--- src/rtl/hsi_adjust_pipe.sv ---
`timescale 1ns/1ps
// HSI pixel adjust: per-channel hue pull / S,I tone curves, modes latched at start of frame.
// Latency: 2 advancing cycles (stage 1 unclamped math, stage 2 saturation). Optional HSI_ADJUST_STATS_EN.
// Backpressure: iReady=0 freezes every register; oReady mirrors iReady combinationally.
module hsi_adjust_pipe #(
    parameter int SI_W   = 8,
    parameter int H_W    = 9,
    parameter int H_MAX  = 360,
    parameter int H_STEP = 15
) (
    input  logic            iCLK,
    input  logic            iRST_N,
    input  logic            iValid,
    input  logic            iSOF,
    input  logic [H_W-1:0]  iH,
    input  logic [SI_W-1:0] iS,
    input  logic [SI_W-1:0] iI,
    input  logic            iReady,
    output logic            oReady,
    input  logic [2:0]      iModeH,
    input  logic [2:0]      iModeS,
    input  logic [2:0]      iModeI,
    output logic            oValid,
    output logic            oSOF,
    output logic [H_W-1:0]  oH,
    output logic [SI_W-1:0] oS,
    output logic [SI_W-1:0] oI
`ifdef HSI_ADJUST_STATS_EN
    ,
    output logic [SI_W+21:0] oISum,
    output logic             oStatValid
`endif
);
    localparam int HX = H_W + 1;
    localparam int SX = SI_W + 1;

    localparam logic [HX-1:0] HMAX_X = HX'(H_MAX);
    localparam logic [HX-1:0] H_LO   = HX'(60);
    localparam logic [HX-1:0] H_HI   = HX'(240);
    localparam logic [HX-1:0] D1     = HX'(H_STEP);
    localparam logic [HX-1:0] D2     = HX'(2 * H_STEP);

    localparam logic [SX-1:0] F_MAX = SX'((1 << SI_W) - 1);
    localparam logic [SX-1:0] HF    = SX'(1 << (SI_W - 1));
    localparam logic [SX-1:0] Q     = SX'(1 << (SI_W - 2));
    localparam logic [SX-1:0] Q3    = SX'(3 << (SI_W - 2));
    localparam logic [SX-1:0] E     = SX'(1 << (SI_W - 3));
    localparam logic [SX-1:0] E7    = SX'(7 << (SI_W - 3));
    localparam logic [SX-1:0] E_4   = SX'(1 << (SI_W - 5));
    localparam logic [SX-1:0] E7_4  = SX'(7 << (SI_W - 5));
    localparam logic [SX-1:0] E_2   = SX'(1 << (SI_W - 4));
    localparam logic [SX-1:0] E7_2  = SX'(7 << (SI_W - 4));

    function automatic logic [HX-1:0] hue_fn(input logic [H_W-1:0] h, input logic [2:0] m);
        logic [HX-1:0] hx, d, r;
        hx = {1'b0, h};
        d  = m[0] ? D2 : D1;
        r  = hx;
        if (m[2] && !m[1]) begin
            if (hx > H_LO && hx <= H_HI)      r = (hx + d > H_HI) ? H_HI : hx + d;
            else if (hx < d)                  r = hx + HMAX_X - d;
            else if (hx > H_LO && hx < H_HI + d) r = H_HI;
            else                              r = hx - d;
        end else if (m[2]) begin
            if (hx > H_LO && hx <= H_HI)      r = (hx < H_LO + d) ? H_LO : hx - d;
            else if (hx > HMAX_X - d)         r = hx + d - HMAX_X;
            else if (hx > H_LO - d && hx < H_HI) r = H_LO;
            else                              r = hx + d;
        end
        return r;
    endfunction

    function automatic logic [SX-1:0] sat_fn(input logic [SI_W-1:0] x, input logic [2:0] m);
        logic [SX-1:0] v, r;
        v = {1'b0, x};
        r = v;
        if (m[2]) begin
            case (m[1:0])
                2'd0:    r = (v < HF) ? v >> 1 : v + (v >> 1) - HF;
                2'd1:    r = (v < HF) ? v - (v >> 2) : v + (v >> 2) - Q;
                2'd2:    r = (v > E && v <= HF) ? v + (v >> 2) - E_4 :
                             (v > HF && v < E7) ? v - (v >> 2) + E7_4 : v;
                default: r = (v > E && v <= HF) ? v + (v >> 1) - E_2 :
                             (v > HF && v < E7) ? v - (v >> 1) + E7_2 : v;
            endcase
        end
        return r;
    endfunction

    function automatic logic [SX-1:0] int_fn(input logic [SI_W-1:0] x, input logic [2:0] m);
        logic [SX-1:0] v, r;
        v = {1'b0, x};
        r = v;
        if (m[2]) begin
            case (m[1:0])
                2'd0:    r = (v < Q) ? v + (v >> 1) : (v < Q3) ? (v >> 1) + Q : v + (v >> 1) - HF;
                2'd1:    r = (v < Q) ? v + (v >> 2) : (v < Q3) ? v - (v >> 2) + E : v + (v >> 2) - Q;
                2'd2:    r = (v < Q) ? v - (v >> 2) : (v < Q3) ? v + (v >> 2) - E : v - (v >> 2) + Q;
                default: r = (v < Q) ? v >> 1 : (v < Q3) ? v + (v >> 1) - Q : (v >> 1) + HF;
            endcase
        end
        return r;
    endfunction

    logic [2:0]    shd_h, shd_s, shd_i;
    logic [2:0]    mode_h, mode_s, mode_i;
    logic          sof_beat;
    logic          s1_vld, s1_sof;
    logic [HX-1:0] s1_h;
    logic [SX-1:0] s1_s, s1_i;
    logic [H_W-1:0]  h_sat;
    logic [SI_W-1:0] s_sat, i_sat;

    assign oReady   = iReady;
    assign sof_beat = iValid & iSOF;

    // The frame-start beat itself already uses the freshly presented modes.
    assign mode_h = sof_beat ? iModeH : shd_h;
    assign mode_s = sof_beat ? iModeS : shd_s;
    assign mode_i = sof_beat ? iModeI : shd_i;

    always_ff @(posedge iCLK or negedge iRST_N) begin
        if (!iRST_N) begin
            shd_h  <= '0;
            shd_s  <= '0;
            shd_i  <= '0;
            s1_vld <= 1'b0;
            s1_sof <= 1'b0;
            s1_h   <= '0;
            s1_s   <= '0;
            s1_i   <= '0;
        end else if (iReady) begin
            s1_vld <= iValid;
            s1_sof <= sof_beat;
            s1_h   <= hue_fn(iH, mode_h);
            s1_s   <= sat_fn(iS, mode_s);
            s1_i   <= int_fn(iI, mode_i);
            if (sof_beat) begin
                shd_h <= iModeH;
                shd_s <= iModeS;
                shd_i <= iModeI;
            end
        end
    end

    assign h_sat = (s1_h > HMAX_X) ? H_W'(H_MAX) : s1_h[H_W-1:0];
    assign s_sat = (s1_s > F_MAX) ? {SI_W{1'b1}} : s1_s[SI_W-1:0];
    assign i_sat = (s1_i > F_MAX) ? {SI_W{1'b1}} : s1_i[SI_W-1:0];

    always_ff @(posedge iCLK or negedge iRST_N) begin
        if (!iRST_N) begin
            oValid <= 1'b0;
            oSOF   <= 1'b0;
            oH     <= '0;
            oS     <= '0;
            oI     <= '0;
        end else if (iReady) begin
            oValid <= s1_vld;
            oSOF   <= s1_sof;
            oH     <= h_sat;
            oS     <= s_sat;
            oI     <= i_sat;
        end
    end

`ifdef HSI_ADJUST_STATS_EN
    logic [SI_W+21:0] i_acc;

    // Accumulate on the cycle a beat is loaded into the output stage so a stall never double-counts.
    always_ff @(posedge iCLK or negedge iRST_N) begin
        if (!iRST_N) begin
            i_acc      <= '0;
            oISum      <= '0;
            oStatValid <= 1'b0;
        end else begin
            oStatValid <= 1'b0;
            if (iReady && s1_vld) begin
                if (s1_sof) begin
                    oISum      <= i_acc;
                    oStatValid <= 1'b1;
                    i_acc      <= {22'd0, i_sat};
                end else begin
                    i_acc <= i_acc + {22'd0, i_sat};
                end
            end
        end
    end
`endif

endmodule

--- config.mk ---
export PLATFORM = sky130hd
export DESIGN_NAME = hsi_adjust_pipe
export DESIGN_NICKNAME = d
export VERILOG_FILES = /design/src/rtl/hsi_adjust_pipe.sv
export SDC_FILE = /design/constraint.sdc
export NUM_CORES = 1
export LEC_CHECK = 0
export ABC_AREA = 1
export CORE_ASPECT_RATIO = 0.75
export CORE_MARGIN = 3
export CORE_UTILIZATION = 55
export CTS_CLUSTER_SIZE = 16
export DETAILED_ROUTE_END_ITERATION = 7
export PLACE_DENSITY = 0.8
export RECOVER_POWER = 50
export SKIP_CTS_REPAIR_TIMING = 1
export SYNTH_ARGS = -nofsm -noshare
export SYNTH_HDL_FRONTEND = slang
export SYNTH_SLANG_ARGS = --single-unit
--- constraint.sdc ---
create_clock -name iCLK -period 2.4 [get_ports iCLK]
set_input_delay 0.36 -clock iCLK [delete_from_list [all_inputs] [get_ports iCLK]]
set_output_delay 0.36 -clock iCLK [all_outputs]
set_load 0.05 [all_outputs]
**Word level (Yosys, flattened, before mapping)**

Cells that the tools add are included.

- Flip-flop bits (word level): 66
- Bits in read-only memories: 0
- Bits in latches: 0
- RAM bits: 0
- Memories kept: 0

- Multiplexer cells: 35
- Eq/ne operators: 4
- $lt $le $gt $ge: 19
- Bitwise gates (word level): 1
- Reduce and logical (&&, ||, !) cells: 9
- Multipliers: 0
- Shifts and indexed selects: 0
- Divide/modulo/power cells: 0
- $add $sub $neg: 30

Operators by type and width:

| kind | number |
|---|---|
| $mux 9 | 17 |
| $mux 10 | 10 |
| $pmux 9 s3 | 2 |
| $sub 9x7->9 const B | 3 |
| $lt 8x8->1 const B | 3 |
| $gt 9x10->1 | 2 |
| $add 8x6->9 | 2 |
| $add 8x7->9 | 2 |
| $add 9x6->9 const B | 2 |
| $add 9x7->9 const B | 2 |
| $gt 9x8->1 const B | 2 |
| $sub 8x6->9 | 2 |
| $sub 9x8->9 const B | 2 |
| $mux 8 | 2 |
| $add 9x5->10 | 1 |
| $add 9x9->10 const B | 1 |
| $gt 10x8->1 const B | 1 |
| $gt 10x9->1 const B | 1 |
| $sub 10x5->10 | 1 |
| $sub 10x9->10 const B | 1 |
| $sub 9x5->10 | 1 |
| $sub 9x5->10 const A | 1 |
| $add 7x8->9 const B | 1 |
| $add 8x5->9 const A | 1 |
| 25 further kinds | 35 |

**Depth between registers and ports, before layout**

Gate-level depths: netlist of run 1.

- Depth after elaboration: 11
- Gate-level depth with buffers: 24

**Worst setup path after synthesis of run 1**

OpenSTA, ideal clock, no wires.

- Kind: input -> register
- Start: input port iValid
- End: register s1_h[5]
- Stages: 19
- Arrival: 2.735 ns
- Setup slack: -0.462 ns
- Setup time: 0.128 ns
- Data required time: 2.272 ns
- Path through: nand2_2 -> buf_4 -> o21ai_0 -> ha_1 -> inv_1 -> ha_1 -> inv_1 -> nor2_1 -> nand3_1 -> nand2_2 -> nor2_4 -> inv_2 -> buf_4 -> o211ai_1 -> nand2_1 -> nand2_1 -> nand2_1 -> nand2_1 -> o21ai_1

- Cells in the longest elaborated chain, start to end: 11
- Elaborated cells between the ends (all ways): 31
- Classes of those cells: add/sub (8); order compare (6); mux (12); bitwise (1); reduce/logical (4)

RTL lines:

| item | RTL line | source |
|---|---|---|
| from (decl) | 13 | `input logic iValid,` |
| $and 1x1->1 (*) | 115 | `assign sof_beat = iValid & iSOF;` |
| $mux 3 (*) | -- |  |
| $mux 5 | 57 | `d = m[0] ? D2 : D1;` |
| $sub 6x5->7 | 67 | `else if (hx > H_LO - d && hx < H_HI) r = H_LO;` |
| $gt 9x10->1 | 67 |  |
| $logic_and 1x1->1 | 67 |  |
| $mux 10 | 67 |  |
| $mux 10 | 66 | `else if (hx > HMAX_X - d) r = hx + d - HMAX_X;` |
| $mux 10 | 65 | `if (hx > H_LO && hx <= H_HI) r = (hx < H_LO + d) ? H_LO : hx - d;` |
| $mux 10 | 64 | `end else if (m[2]) begin` |
| $mux 10 (*) | 59 | `if (m[2] && !m[1]) begin` |
| to (signal assigned) | 135 | `s1_h <= hue_fn(iH, mode_h);` |
| to (decl) | 109 | `logic [HX-1:0] s1_h;` |

Every way passes the cells marked *; elsewhere a longest branch is shown, timed or not.
A chain may end at the register's enable or synchronous reset.

**Worst setup path in the final report of run 1**

- Start: register shd_h[0]
- End: register s1_h[7]

- Cells in the longest elaborated chain, start to end: 10
- Elaborated cells between the ends (all ways): 28
- Classes of those cells: add/sub (8); order compare (6); mux (12); reduce/logical (2)

RTL lines:

| item | RTL line | source |
|---|---|---|
| from (decl) | 105 | `logic [2:0] shd_h, shd_s, shd_i;` |
| from (signal assigned) | 139 | `shd_h <= iModeH;` |
| $mux 3 (*) | -- |  |
| $mux 5 (*) | 57 |  |
| $sub 6x5->7 | 67 |  |
| $gt 9x10->1 | 67 |  |
| $logic_and 1x1->1 | 67 |  |
| $mux 10 | 67 |  |
| $mux 10 | 66 |  |
| $mux 10 | 65 |  |
| $mux 10 | 64 |  |
| $mux 10 (*) | 59 |  |

Marked as above.

==> run summary, run 1 <==
RSZ-0062 raised after global routing -> yes
first-pass GRT wire length -> 49.0 mm
Relative slew margins -> -11.3%
Non-Filler Instances -> 1882
ANT cells -> 0
design area -> 0.0129 mm²
DR WL/cell -> 18.7 µm
worst-case vdd ir drop -> 0.460 mV
clk sinks -> 66
crit-path cells -> or2_4 -> o21ai_4 -> buf_12 -> ha_4 -> buf_4 -> nor2_4 -> a21boi_4 -> nor2_2 -> nand2_1 -> nand2_4 -> buf_4 -> inv_1 -> o21ai_1 -> nand2_1 -> nand2_1 -> nand2_1 -> nand2_1 -> nand2_1
CP max stage delay -> 0.37 ns
syn_nets -> 1495
PortBufs -> 66
area leader, netlist -> dfrtp_1
Yosys Warn Count -> 0
Post-Syn Instances -> 1348
core box area -> 0.0153 mm²
Period minus WS final -> 2.58 ns
# placed instances -> 1842
Hold WC Path Type -> in -> reg
fill count -> 984
vias -> 11200
H-Tree Depth -> 3
Root Driver -> clkbuf_16
startpoint types -> flop
worst slew pin tran -> 1.67 ns
total grt overflow -> 0
synthesized cell area -> 0.00866 mm²
FFs w/ async S/R, synth -> 100%
crit-path max FO -> 8
Final WS setup -> -0.176 ns
largest net degree at the start of global routing -> 67
placed wire-length estimate -> 24.4 mm
Hold Fails Final Rpt -> 0
Max Transition Viols Final -> 67
power per cell area -> 543 mW/mm²
DIE WIDTH -> 151 µm
final core area utilization -> 83.9%
Antenna Nets Post-Route -> 0
Ports -> 67
number of distinct library cells after synthesis -> 49
failing checks -> max-capacitance violations, max-slew violations, negative setup slack
Die ar. -> 0.0173 mm²
Final Wtd Congestion -> 1.02
Post-Route WL -> 35.2 mm
Worst setup EP type -> flop
DP Area -> 0.0115 mm²
cell mode on critical path -> nand2_1
Synth area leaders -> dfrtp_1 19%, nand2_1 16%, ha_1 14%
Die Ht -> 115 µm
Initial Utilization -> 56.5%
area share of the largest cell type after synthesis -> 19.1%
Final Skew -> 0.00790 ns
commonest non-fill, non-tap cell in the layout -> nand2_1
count of final setup violators -> 13
number of synthesized flops with an enable pin -> 0
Area Overhead vs Synth -> 48.5%
Site Rows -> 39
most frequent cells in the layout -> 342 x nand2_1, 283 x buf_4, 131 x inv_1
share of the yosys chip area belonging to registers -> 19.1%
drt pass-1 iters -> 6
nets -> 1819
initial antenna violation count -> 0
final worst-path cycle share -> 107%
total track usage -> 35.5%
Syn Area/Cell -> 6.42 µm²
drt first-iter violations -> 1400
clk slew on worst S/H paths -> 0.06 ns
CTS buffer count -> 9
vias in the first global route -> 9764
kind of critical path -> reg -> reg
slowest stage cell, crit path -> dfrtp_1
Clock Latency Late Sink -> 0.34 ns
top_reg_cell synth -> dfrtp_1
status -> finished with violations
#FFs+latches synth -> 66
CTS tree -> done
layout cells sized above 1 -> 32.5%
max_cap viols -> 1
leakage -> 0.00654 µW
FMAX -> 388 MHz
Critical Path AT -> 2.80 ns
Clock Path Buffers -> 2
via/cell ratio -> 5.96
Total Neg Setup Slack -> -0.927 ns
required time of the critical path -> 2.62 ns
DR DRC count -> 0
## final timing paths
path	from	end	slack [ns]	cells past startpoint
max in group asynchronous	iRST_N	s1_s[3]	0.87	2
max	shd_h[0]	s1_h[7]	-0.18	18
min in group asynchronous	iRST_N	oH[2]	0.54	2
min reg2reg	s1_s[6]	s1_s[6]	0.48	2
max reg2reg	shd_h[0]	s1_h[7]	-0.18	18
min	iValid	s1_vld	0.34	3
## per-layer routing
| metal | global-route usage, % | routed length [µm] | vias to the layer above |
|---|---|---|---|
| li1 | - | - | 5114 |
| met3 | 8.31 | 4010 | 168 |
| met1 | 51.4 | 14200 | 5142 |
| met5 | 0 | 0 | - |
| met2 | 53.7 | 15800 | 802 |
| met4 | 8.57 | 1280 | 0 |
## power by group
part | switching (µW) | internal, µW | total, µW
Combinational | 2450 | 1690 | 4150
Sequential | 155 | 1330 | 1490
Clock | 517 | 833 | 1350
Total | 3130 | 3860 | 6980
## synthesized netlist by cell type (all sizes together), types with 7 or more instances
cell type  count
ha            98
nand3        104
dfrtp         66
buf           28
clkbuf        19
nand4         29
xor2          29
o211ai        23
fa            10
o21ai         98
nand2        386
xnor2          7
a21oi        114
a31oi         13
or2           11
nor2          97
inv          163
nor3          11
## cell families (layout without fill, tap and decap cells)
kind of cell / count (synthesis) / after routing / share of synthesized area, %
muxes: 2 / 2 / 0.231
AOI/OAI and AO/OA: 278 / 278 / 18.3
xor gates and xnor gates: 36 / 36 / 3.73
DFF: 66 / 66 / 19.1
and+or+nand+nor: 647 / 647 / 32.1
adders and majority gates: 108 / 108 / 16.5
buffers and inverters: 211 / 540 / 10.2
## worst max-delay path, delay by kind of cell (launching register included)
| family | cells | cell delay, ns |
|---|---|---|
| buffers and inverters | 4 | 0.49 |
| and+or+nand+nor | 10 | 1.03 |
| AOI/OAI and AO/OA | 3 | 0.32 |
| DFF | 1 | 0.37 |
| adders and majority gates | 1 | 0.23 |
## sequential cells by signal, indices dropped and copies added (netlist names)
signal	flops
s1_sof	1
s1_vld	1
s1_i	9
s1_h	10
s1_s	9
oS	8
shd_i	3
oI	8
shd_h	3
oValid	1
shd_s	3
oSOF	1
oH	9
## per-stage QoR
step / power [µW] / hold WS [ns] / worst slack (ns)
floorplan: 3540 / 0.0644 / -0.0693
global placement: 4960 / 0.402 / -0.776
detailed placement: 5040 / 0.407 / -0.833
CTS: 6400 / 0.0522 / -0.493
global route: 7340 / 0.357 / -0.399
finish: 6980 / 0.338 / -0.176
## area by class of cell
type / count / area [µm²] / share of cell area (%)
clock buffers: 10 / 239 / 1.86
well taps: 205 / 256 / 1.99
clock inverters: 6 / 65.1 / 0.506
repair buffers: 360 / 2920 / 22.7
multi-input cells: 1071 / 7110 / 55.3
inverters: 164 / 621 / 4.83
flip-flops and latches: 66 / 1650 / 12.8
Note: power is estimated with default switching activity, not from simulation.
==> run 2: changes to the inputs <==
--- a/config.mk
+++ b/config.mk
@@ -9,8 +9,10 @@
 export CORE_ASPECT_RATIO = 0.75
 export CORE_MARGIN = 3
 export CORE_UTILIZATION = 55
+export CTS_BUF_LIST = sky130_fd_sc_hd__clkbuf_16
 export CTS_CLUSTER_SIZE = 16
 export DETAILED_ROUTE_END_ITERATION = 7
+export MAX_ROUTING_LAYER = met4
 export PLACE_DENSITY = 0.8
 export RECOVER_POWER = 50
 export SKIP_CTS_REPAIR_TIMING = 1
==> run 2 against run 1 <==
  * The run ends with negative setup slack left
  * Via count fell by 2.3%
  * Power fell by 2.2%
  * Worst hold slack improved by 0.039 ns
  * Wire length fell by 5.5%
  * Die area did not move
  * Sequential power barely moved
  * Non-clock buffer count fell by 7
  * Combinational power fell by 3%
  * Cell count fell by 0.37%
  * Cell area fell by 1.7%
==> run summary, run 2 (same netlist as run 1, synthesis figures left out) <==
Ports -> 67
crit-path cells -> or2_4 -> o21ai_4 -> buf_12 -> clkinvlp_4 -> buf_4 -> ha_4 -> inv_1 -> nor3_4 -> nand2_1 -> nor2_2 -> nor2_4 -> nand2_4 -> nand3_2 -> o211ai_1 -> nand2_1 -> nand2_1 -> nand2_1 -> nand2_1 -> o21ai_1
design area -> 0.0126 mm²
required time of the critical path -> 2.61 ns
startpoint types -> flop
worst path bufs/invs -> 4
placed wire-length estimate -> 23.9 mm
ANT cells -> 0
kind of critical path -> reg -> reg
Reg power frac -> 21.7%
status -> finished with violations
worst slew pin tran -> 1.08 ns
first-pass GRT wire length -> 47.4 mm
Period minus WS final -> 2.75 ns
vias -> 11000
drt pass-1 iters -> 7
Relative slew margins -> 27.9%
DP Area -> 0.0114 mm²
slowest stage cell, crit path -> dfrtp_1
net switching power -> 3040 µW
Site Rows -> 39
Clock Power Share -> 19.6%
final worst-path cycle share -> 115%
Final WS setup -> -0.353 ns
power per cell area -> 540 mW/mm²
H-Tree Depth -> 3
Root Driver -> clkbuf_16
total track usage -> 35.1%
number of flip-flops in the largest register -> 10
count of final setup violators -> 12
crit-path max FO -> 8
cell internal pwr -> 3790 µW
clk sinks -> 66
Tot Pwr -> 6830 µW
DR DRC count -> 0
initial antenna violation count -> 0
Antenna Nets Post-Route -> 0
via/cell ratio -> 5.85
Worst setup EP type -> flop
power share of the combinational group -> 58.7%
layout cells sized above 1 -> 30.4%
drt first-iter violations -> 1367
Max Transition Viols Final -> 0
Final Skew -> 0.00856 ns
CP max stage delay -> 0.38 ns
Post-Route WL -> 33.3 mm
Biggest register -> s1_h
FMAX -> 363 MHz
vias in the first global route -> 9532
DIE WIDTH -> 151 µm
RSZ-0062 raised after global routing -> yes
commonest non-fill, non-tap cell in the layout -> nand2_1
Hold Fails Final Rpt -> 0
worst-case vdd ir drop -> 0.455 mV
total grt overflow -> 0
Initial Utilization -> 56.5%
max_cap viols -> 0
clk slew on worst S/H paths -> 0.06 ns
CTS tree -> done
Die ar. -> 0.0173 mm²
Hold WC Path Type -> in -> reg
Clock Path Buffers -> 2
cell mode on critical path -> nand2_1
nets -> 1812
core box area -> 0.0153 mm²
flop-to-flop setup slack -> -0.35 ns
Area Overhead vs Synth -> 46.0%
leakage -> 0.00648 µW
Final Wtd Congestion -> 1.04
Die Ht -> 115 µm
DR WL/cell -> 17.7 µm
failing checks -> negative setup slack
PortBufs -> 66
largest net degree at the start of global routing -> 53
most frequent cells in the layout -> 354 x nand2_1, 275 x buf_4, 135 x inv_1
CTS buffer count -> 9
Clock Latency Late Sink -> 0.34 ns
Critical Path AT -> 2.97 ns
pre-CTS WS -> -0.837 ns
Crit path max-delay family -> simple AND/OR/NAND/NOR gates
Sw Ratio -> 44.5%
-- run 2: cell count changes in the layout (fill, tap and decap cells not counted), moves of 4 or more --
cell and delta:
ha_4 -4, clkbuf_2 -5, nand3_1 -4, ha_1 +5, o21ai_1 -5, o21ai_0 +7, nand2_1 +12, buf_4 -8
nand3_2 +7, inv_2 -7, nand2_2 -9, inv_1 +4
-- run 2: per-stage QoR --
stage / setup TNS (ns) / instances / utilization, % / hold slack [ns]
after floorplan: -0.111 / 1348 / - / 0.0644
after global placement: -15.69 / 1843 / 74.7 / 0.336
after detailed placement: -17.18 / 1843 / 74.7 / 0.348
after CTS: -7.96 / 1859 / 76.7 / -0.0186
after global routing: -4.86 / 1875 / 82.5 / 0.384
final: -2.94 / 1875 / 82.5 / 0.376
-- run 2: worst paths after layout --
| path | from | end | depth (start not counted) |
|---|---|---|---|
| max in group asynchronous | iRST_N | s1_s[4] | 3 |
| setup / recovery | shd_h[0] | s1_h[5] | 19 |
| hold / removal | iValid | s1_vld | 3 |
| hold reg to reg | s1_vld | s1_vld | 2 |
| setup reg to reg | shd_h[0] | s1_h[5] | 19 |
| min in group asynchronous | iRST_N | s1_h[8] | 2 |
-- run 2: cell type report --
class	instances	area [µm²]
Clock buffer	9	225
Clock inverter	7	76.3
Inverter	164	629
Multi-Input combinational cell	1071	6930
Sequential cell	66	1650
Fill cell	1052	2680
Timing Repair Buffer	353	2870
Tap cell	205	256
-- run 2: tightest hold or removal path, stage by stage --
cell and delay, ns:
dlymetal6s2s_1 0.16, nand2_1 0.10, nand2_1 0.05
-- run 2: power groups by stage --
stage	sequential, µW	combinational, µW	clock, µW
floorplan	1810	1730	0
global placement	1480	3460	0
detailed placement	1490	3540	0
CTS	1470	3560	1340
global route	1500	4300	1410
finish	1480	4010	1340
-- run 2: layer usage --
metal / global-route usage (%) / vias up / routed length (µm)
met2: 52.8 / 651 / 15000
met5: - / - / 0
li1: - / 5100 / -
met3: 7.12 / 116 / 3460
met4: 6.34 / 0 / 977
met1: 49.7 / 5106 / 13800
